[src/rtl/layered_color_assign.sv]
// Pixel colour overlay: up to NUM_WIN prioritised windows over a background,
// with double-buffered configuration and a frame-based blink phase.
module layered_color_assign #(
  parameter int COLOR_WIDTH   = 4,
  parameter int REZ_MAX_WIDTH = 11,
  parameter int NUM_WIN       = 4,
  parameter int BLINK_FRAMES  = 30
) (
  input  logic                                   Clk,
  input  logic                                   Rst,
  input  logic [3*COLOR_WIDTH-1:0]               Data,
  input  logic [REZ_MAX_WIDTH-1:0]               Count_h,
  input  logic [REZ_MAX_WIDTH-1:0]               Count_v,
  input  logic [REZ_MAX_WIDTH-1:0]               H_left_margin,
  input  logic [REZ_MAX_WIDTH-1:0]               H_right_margin,
  input  logic [REZ_MAX_WIDTH-1:0]               V_left_margin,
  input  logic [REZ_MAX_WIDTH-1:0]               V_right_margin,
  input  logic                                   Frame_start,
  input  logic                                   Cfg_we,
  input  logic [(NUM_WIN>1?$clog2(NUM_WIN):1)-1:0] Cfg_idx,
  input  logic [1:0]                             Cfg_sel,
  input  logic [2*REZ_MAX_WIDTH-1:0]             Cfg_data,
  output logic                                   Cfg_pending,
  output logic [COLOR_WIDTH-1:0]                 Red,
  output logic [COLOR_WIDTH-1:0]                 Green,
  output logic [COLOR_WIDTH-1:0]                 Blue
);

  localparam int R  = REZ_MAX_WIDTH;
  localparam int CW = 3 * COLOR_WIDTH;
  localparam int FW = (BLINK_FRAMES > 1) ? $clog2(BLINK_FRAMES) : 1;

  logic [R-1:0]  sh_hl [NUM_WIN];
  logic [R-1:0]  sh_hr [NUM_WIN];
  logic [R-1:0]  sh_vl [NUM_WIN];
  logic [R-1:0]  sh_vr [NUM_WIN];
  logic [CW-1:0] sh_col [NUM_WIN];
  logic [1:0]    sh_mode [NUM_WIN];

  logic [R-1:0]  ac_hl [NUM_WIN];
  logic [R-1:0]  ac_hr [NUM_WIN];
  logic [R-1:0]  ac_vl [NUM_WIN];
  logic [R-1:0]  ac_vr [NUM_WIN];
  logic [CW-1:0] ac_col [NUM_WIN];
  logic [1:0]    ac_mode [NUM_WIN];

  logic               wr_ok;
  logic [FW-1:0]      fcnt;
  logic               phase;
  logic               act;
  logic [NUM_WIN-1:0] rect;
  logic [NUM_WIN-1:0] on_edge;
  logic [NUM_WIN-1:0] hit;
  logic               s1_act;
  logic [NUM_WIN-1:0] s1_hit;
  logic [CW-1:0]      s1_data;
  logic [CW-1:0]      rgb_n;
  logic [CW-1:0]      rgb;

  assign wr_ok = Cfg_we && (int'(Cfg_idx) < NUM_WIN);

  // Shadow is written by the host; active copy only changes at a frame edge
  always_ff @(posedge Clk) begin
    if (!Rst) begin
      for (int i = 0; i < NUM_WIN; i++) begin
        sh_hl[i]   <= '0;
        sh_hr[i]   <= '0;
        sh_vl[i]   <= '0;
        sh_vr[i]   <= '0;
        sh_col[i]  <= '0;
        sh_mode[i] <= 2'd3;
        ac_hl[i]   <= '0;
        ac_hr[i]   <= '0;
        ac_vl[i]   <= '0;
        ac_vr[i]   <= '0;
        ac_col[i]  <= '0;
        ac_mode[i] <= 2'd3;
      end
      Cfg_pending <= 1'b0;
    end else begin
      if (Frame_start && Cfg_pending) begin
        for (int i = 0; i < NUM_WIN; i++) begin
          ac_hl[i]   <= sh_hl[i];
          ac_hr[i]   <= sh_hr[i];
          ac_vl[i]   <= sh_vl[i];
          ac_vr[i]   <= sh_vr[i];
          ac_col[i]  <= sh_col[i];
          ac_mode[i] <= sh_mode[i];
        end
      end
      if (wr_ok) begin
        unique case (Cfg_sel)
          2'd0: begin
            sh_hl[Cfg_idx] <= Cfg_data[2*R-1:R];
            sh_hr[Cfg_idx] <= Cfg_data[R-1:0];
          end
          2'd1: begin
            sh_vl[Cfg_idx] <= Cfg_data[2*R-1:R];
            sh_vr[Cfg_idx] <= Cfg_data[R-1:0];
          end
          2'd2: sh_col[Cfg_idx]  <= Cfg_data[CW-1:0];
          2'd3: sh_mode[Cfg_idx] <= Cfg_data[1:0];
        endcase
      end
      if (wr_ok)
        Cfg_pending <= 1'b1;
      else if (Frame_start)
        Cfg_pending <= 1'b0;
    end
  end

  always_ff @(posedge Clk) begin
    if (!Rst) begin
      fcnt  <= '0;
      phase <= 1'b0;
    end else if (Frame_start) begin
      if (fcnt == FW'(BLINK_FRAMES - 1)) begin
        fcnt  <= '0;
        phase <= ~phase;
      end else begin
        fcnt <= fcnt + 1'b1;
      end
    end
  end

  always_comb begin
    act = (Count_h >= H_left_margin) && (Count_h <= H_right_margin) &&
          (Count_v >= V_left_margin) && (Count_v <= V_right_margin);
    rect    = '0;
    on_edge = '0;
    hit     = '0;
    for (int i = 0; i < NUM_WIN; i++) begin
      rect[i] = (Count_h >= ac_hl[i]) && (Count_h <= ac_hr[i]) &&
                (Count_v >= ac_vl[i]) && (Count_v <= ac_vr[i]);
      on_edge[i] = (Count_h == ac_hl[i]) || (Count_h == ac_hr[i]) ||
                   (Count_v == ac_vl[i]) || (Count_v == ac_vr[i]);
      unique case (ac_mode[i])
        2'd0: hit[i] = rect[i];
        2'd1: hit[i] = rect[i] && !phase;
        2'd2: hit[i] = rect[i] && on_edge[i];
        2'd3: hit[i] = 1'b0;
      endcase
    end
  end

  // Lowest index wins: scan downward so the last assignment is the winner
  always_comb begin
    rgb_n = '0;
    if (s1_act) begin
      rgb_n = s1_data;
      for (int i = NUM_WIN - 1; i >= 0; i--)
        if (s1_hit[i]) rgb_n = ac_col[i];
    end
  end

  always_ff @(posedge Clk) begin
    if (!Rst) begin
      s1_act  <= 1'b0;
      s1_hit  <= '0;
      s1_data <= '0;
      rgb     <= '0;
    end else begin
      s1_act  <= act;
      s1_hit  <= hit;
      s1_data <= Data;
      rgb     <= rgb_n;
    end
  end

  assign Red   = rgb[CW-1:2*COLOR_WIDTH];
  assign Green = rgb[2*COLOR_WIDTH-1:COLOR_WIDTH];
  assign Blue  = rgb[COLOR_WIDTH-1:0];

endmodule

[config.mk]
export PLATFORM = sky130hd
export DESIGN_NAME = layered_color_assign
export DESIGN_NICKNAME = d
export VERILOG_FILES = /design/src/rtl/layered_color_assign.sv
export SDC_FILE = /design/constraint.sdc
export NUM_CORES = 1
export LEC_CHECK = 0
export CAP_MARGIN = 30
export CORE_UTILIZATION = 45
export DETAILED_ROUTE_END_ITERATION = 12
export PLACE_DENSITY = 0.62
export SYNTH_ARGS = -nofsm -noshare
export SYNTH_HDL_FRONTEND = slang
export SYNTH_SLANG_ARGS = --single-unit
[constraint.sdc]
create_clock -name Clk -period 6.55 [get_ports Clk]
set_input_delay 0.655 -clock Clk [delete_from_list [all_inputs] [get_ports Clk]]
set_output_delay 0.655 -clock Clk [all_outputs]
set_load 0.02 [all_outputs]
==> results.toml <==
[grt]
grt_max_degree = 171
grt.total_usage = 0.228
antenna_found_initial = 12
grt_pass1_wl_um = 93200
grt_pass1_vias = 15100
gr-total-overflow = 0

[sta]
holdWs_ns = 0.491
final.period_utilization = 0.509
fin_setup_tns_ns = 0
rsz0062_at_grt = "no"
fin_skew_ns = 0.0132
slew_viol_final = 0
worst_slew_pin_slew_ns = 1.05
clock.fmax_ghz = 0.300
slew_headroom = 0.296
setup_viol = 0
final_hold_viol_count = 0
period_minus_slack_ns = 3.33

[detailed_routing]
initialDrtViolationCount = 1412
drc = 0
firstDrtPassIters = 5
drt_wl_total_um = 62000
avgRoutedWirePerCell_um = 21.7
ant_nets = 0
vias = 15300
vias_per_cell = 5.35

[power]
finalPower_mw = 7.58
power.density_nw_per_um2 = 265
p_sw_mw = 1.75
power_frac_clock = 0.418
power_frac_comb = 0.092
seqPwrFrac = 0.490
switching_share = 0.230
peakVddDrop_mv = 0.163
power_leakage_nw = 11.6
p_int_mw = 5.83

[logic_synthesis]
syn_avg_cell_area_um2 = 12.3
yosysSeqAreaShare = 0.599
synthFlopType = "edfxtp_1"
ys_warn_count = 0
synth.cell_area_um2 = 24500
ys_seq_elements = 500
synth_cell_types = 53
async_flop_share = 0
synthCells = 1984
syn_nets = 2322
synth_edf_count = 464

[cts]
clock-sinks = 500
numCtsBuffers = 53
clock_latency_ns = 0.60
cts-resized-gates = 0
cts_hold_buf = 0
tritoncts = "built"
cts.path.max_buffers = 3
cts_max_level = 2
post_cts_buffers = 0
clock_tree.root_cell = "clkbuf_16"
path_clk_slew_ns = 0.06

[setup_path]
critical_path.max_fanout = 10
worstRegToRegCells = 8
setup.worst_path.class = "input port to flip-flop"
worst_ep_arrival_time_ns = 3.82
r2r-end = "s1_hit[2]"
start_kind = "input port"
timing.rr.start = "ac_vl[2][9]"
endpoint_kind = "flip-flop"
cp.required_ns = 7.04
regToRegSetupSlack_ns = 4.01

[floorplanning]
core-area_um2 = 53700
die_x_um = 235
fp-row-count = 85
start_util = 0.455
die_y_um = 235
boundaryPins = 121
die_area_um2 = 55300

[placed_design]
io_buffers = 120
gp_congestion = 0.856
dp_hpwl_um = 40800
dp.cells = 2756

[worst_hold_path]
min_from = "ac_col[0][8]"
hold_path_depth = 2
min_to = "rgb[8]"
hp-class = "flip-flop to flip-flop"

[run_status]
outcome = "completed"

[flow_run]
maxCapViolCount = 0

[layout]
nets = 2453
final_common_cell = "edfxtp_1"
area_growth_pct = 16.9
drive_gt1_frac = 0.0640
final_cell_count_no_fill = 2854
final_cell_mix = "464 x edfxtp_1, 383 x and2_1, 230 x ha_1"
fillers = 4504
logic make-up (layout without fill, tap and decap cells):
family,after synthesis,in the layout,share of synthesized area
flip-flops,500,500,0.599
multiplexers,24,24,0.00982
AO/OA/AOI/OAI,210,210,0.0536
adder cells (fa/ha/maj),230,230,0.118
AND/OR/NAND/NOR,718,718,0.172
XOR/XNOR,5,5,0.00179
other,0,1,0
buffers and inverters,297,470,0.0462
routing by layer:
| layer | routed length, um | part of all wire | vias to the layer above | global-route usage |
|---|---|---|---|---|
| met2 | 29500 | 0.48 | 436 | 0.381 |
| met4 | 1550 | 0.025 | 0 | 0.0686 |
| met1 | 27200 | 0.44 | 7495 | 0.311 |
| met5 | 0 | 0 | - | 0 |
| li1 | - | - | 7241 | - |
| met3 | 3790 | 0.061 | 99 | 0.0292 |
sequential cells by signal, summed over array words and instances, names as in the netlist, 4 cells and up:
signal and flops:
ac_col 48, sh_col 48, ac_hl 44, ac_hr 44, ac_vl 44, ac_vr 44, sh_hl 44, sh_hr 44
sh_vl 44, sh_vr 44, rgb 12, s1_data 12, ac_mode 8, sh_mode 8, fcnt 5, s1_hit 4
synthesized netlist by cell type (2+ instances only):
| master | count | share of area |
|---|---|---|
| edfxtp_1 | 464 | 0.57 |
| and2_1 | 383 | 0.098 |
| ha_1 | 230 | 0.12 |
| inv_1 | 215 | 0.033 |
| and3_1 | 82 | 0.021 |
| clkbuf_1 | 73 | 0.011 |
| nor2_1 | 68 | 0.010 |
| a21oi_1 | 64 | 0.013 |
| nand4_1 | 40 | 0.010 |
| dfxtp_1 | 36 | 0.029 |
| nand2_1 | 35 | 0.0054 |
| a21o_1 | 34 | 0.010 |
| o21ai_0 | 34 | 0.0070 |
| nand3_1 | 27 | 0.0055 |
| mux2i_1 | 24 | 0.0098 |
| a211oi_1 | 22 | 0.0068 |
| nand2b_1 | 21 | 0.0054 |
| nor3_1 | 18 | 0.0037 |
| o21ai_1 | 14 | 0.0029 |
| or3_1 | 10 | 0.0026 |
| o31ai_1 | 9 | 0.0028 |
| nand3b_1 | 8 | 0.0025 |
| nor4_1 | 8 | 0.0020 |
| a31oi_1 | 7 | 0.0018 |
| buf_2 | 7 | 0.0014 |
| nor2b_1 | 7 | 0.0018 |
| o21a_1 | 6 | 0.0018 |
| a2111oi_0 | 4 | 0.0014 |
| and4_1 | 3 | 0.0011 |
| xor2_1 | 3 | 0.0011 |
| and2b_1 | 2 | 0.00061 |
| o21bai_1 | 2 | 0.00061 |
| or2_1 | 2 | 0.00051 |
| or2_2 | 2 | 0.00051 |
| xnor2_1 | 2 | 0.00072 |
worst max-delay path by stage:
stage	startpoint	end	slack [ns]	cells after the start
after floorplan	Rst	ac_col[0][0]	2.10	4
after global placement	Count_v[0]	s1_hit[2]	2.59	9
after detailed placement	Count_v[8]	s1_hit[2]	2.70	8
after CTS	Count_v[8]	s1_hit[2]	3.35	8
after global routing	Count_v[6]	s1_hit[2]	3.21	8
final	Count_v[10]	s1_hit[2]	3.22	8
layout make-up:
| class | instances | area [um2] | area share |
|---|---|---|---|
| sequential | 500 | 14700 | 0.512 |
| multi-input combinational | 1187 | 8770 | 0.307 |
| timing repair buffer | 158 | 1650 | 0.0576 |
| clock buffer | 68 | 1460 | 0.0512 |
| tap | 696 | 871 | 0.0305 |
| inverter | 215 | 807 | 0.0282 |
| clock inverter | 29 | 379 | 0.0133 |
| antenna | 1 | 2.50 | 0.0000875 |
through the flow:
stage / utilization / cell area, um2 / setup WS, ns
floorplan: - / 24500 / 2.10
global placement: 0.493 / 26500 / 2.59
detailed placement: 0.498 / 26700 / 2.70
CTS: 0.532 / 28600 / 3.35
global route: 0.532 / 28600 / 3.21
finish: 0.532 / 28600 / 3.22
power by group through the flow:
stage,Sequential (mW),Clock (mW),Combinational [mW]
floorplan,3.78,0,0.374
global placement,3.78,0,0.662
detailed placement,3.78,0,0.701
CTS,3.72,3.22,0.704
global route,3.73,3.34,0.777
finish,3.71,3.16,0.699
critical path: stages:
cell	delay, ns
clkdlybuf4s50_1	0.84
ha_1	0.55
nand4_1	0.26
nor3_1	0.87
o41ai_1	0.17
o21ai_0	0.11
a21oi_1	0.09
nor4_1	0.27
No activity file was read; power rests on OpenSTA's default activity.
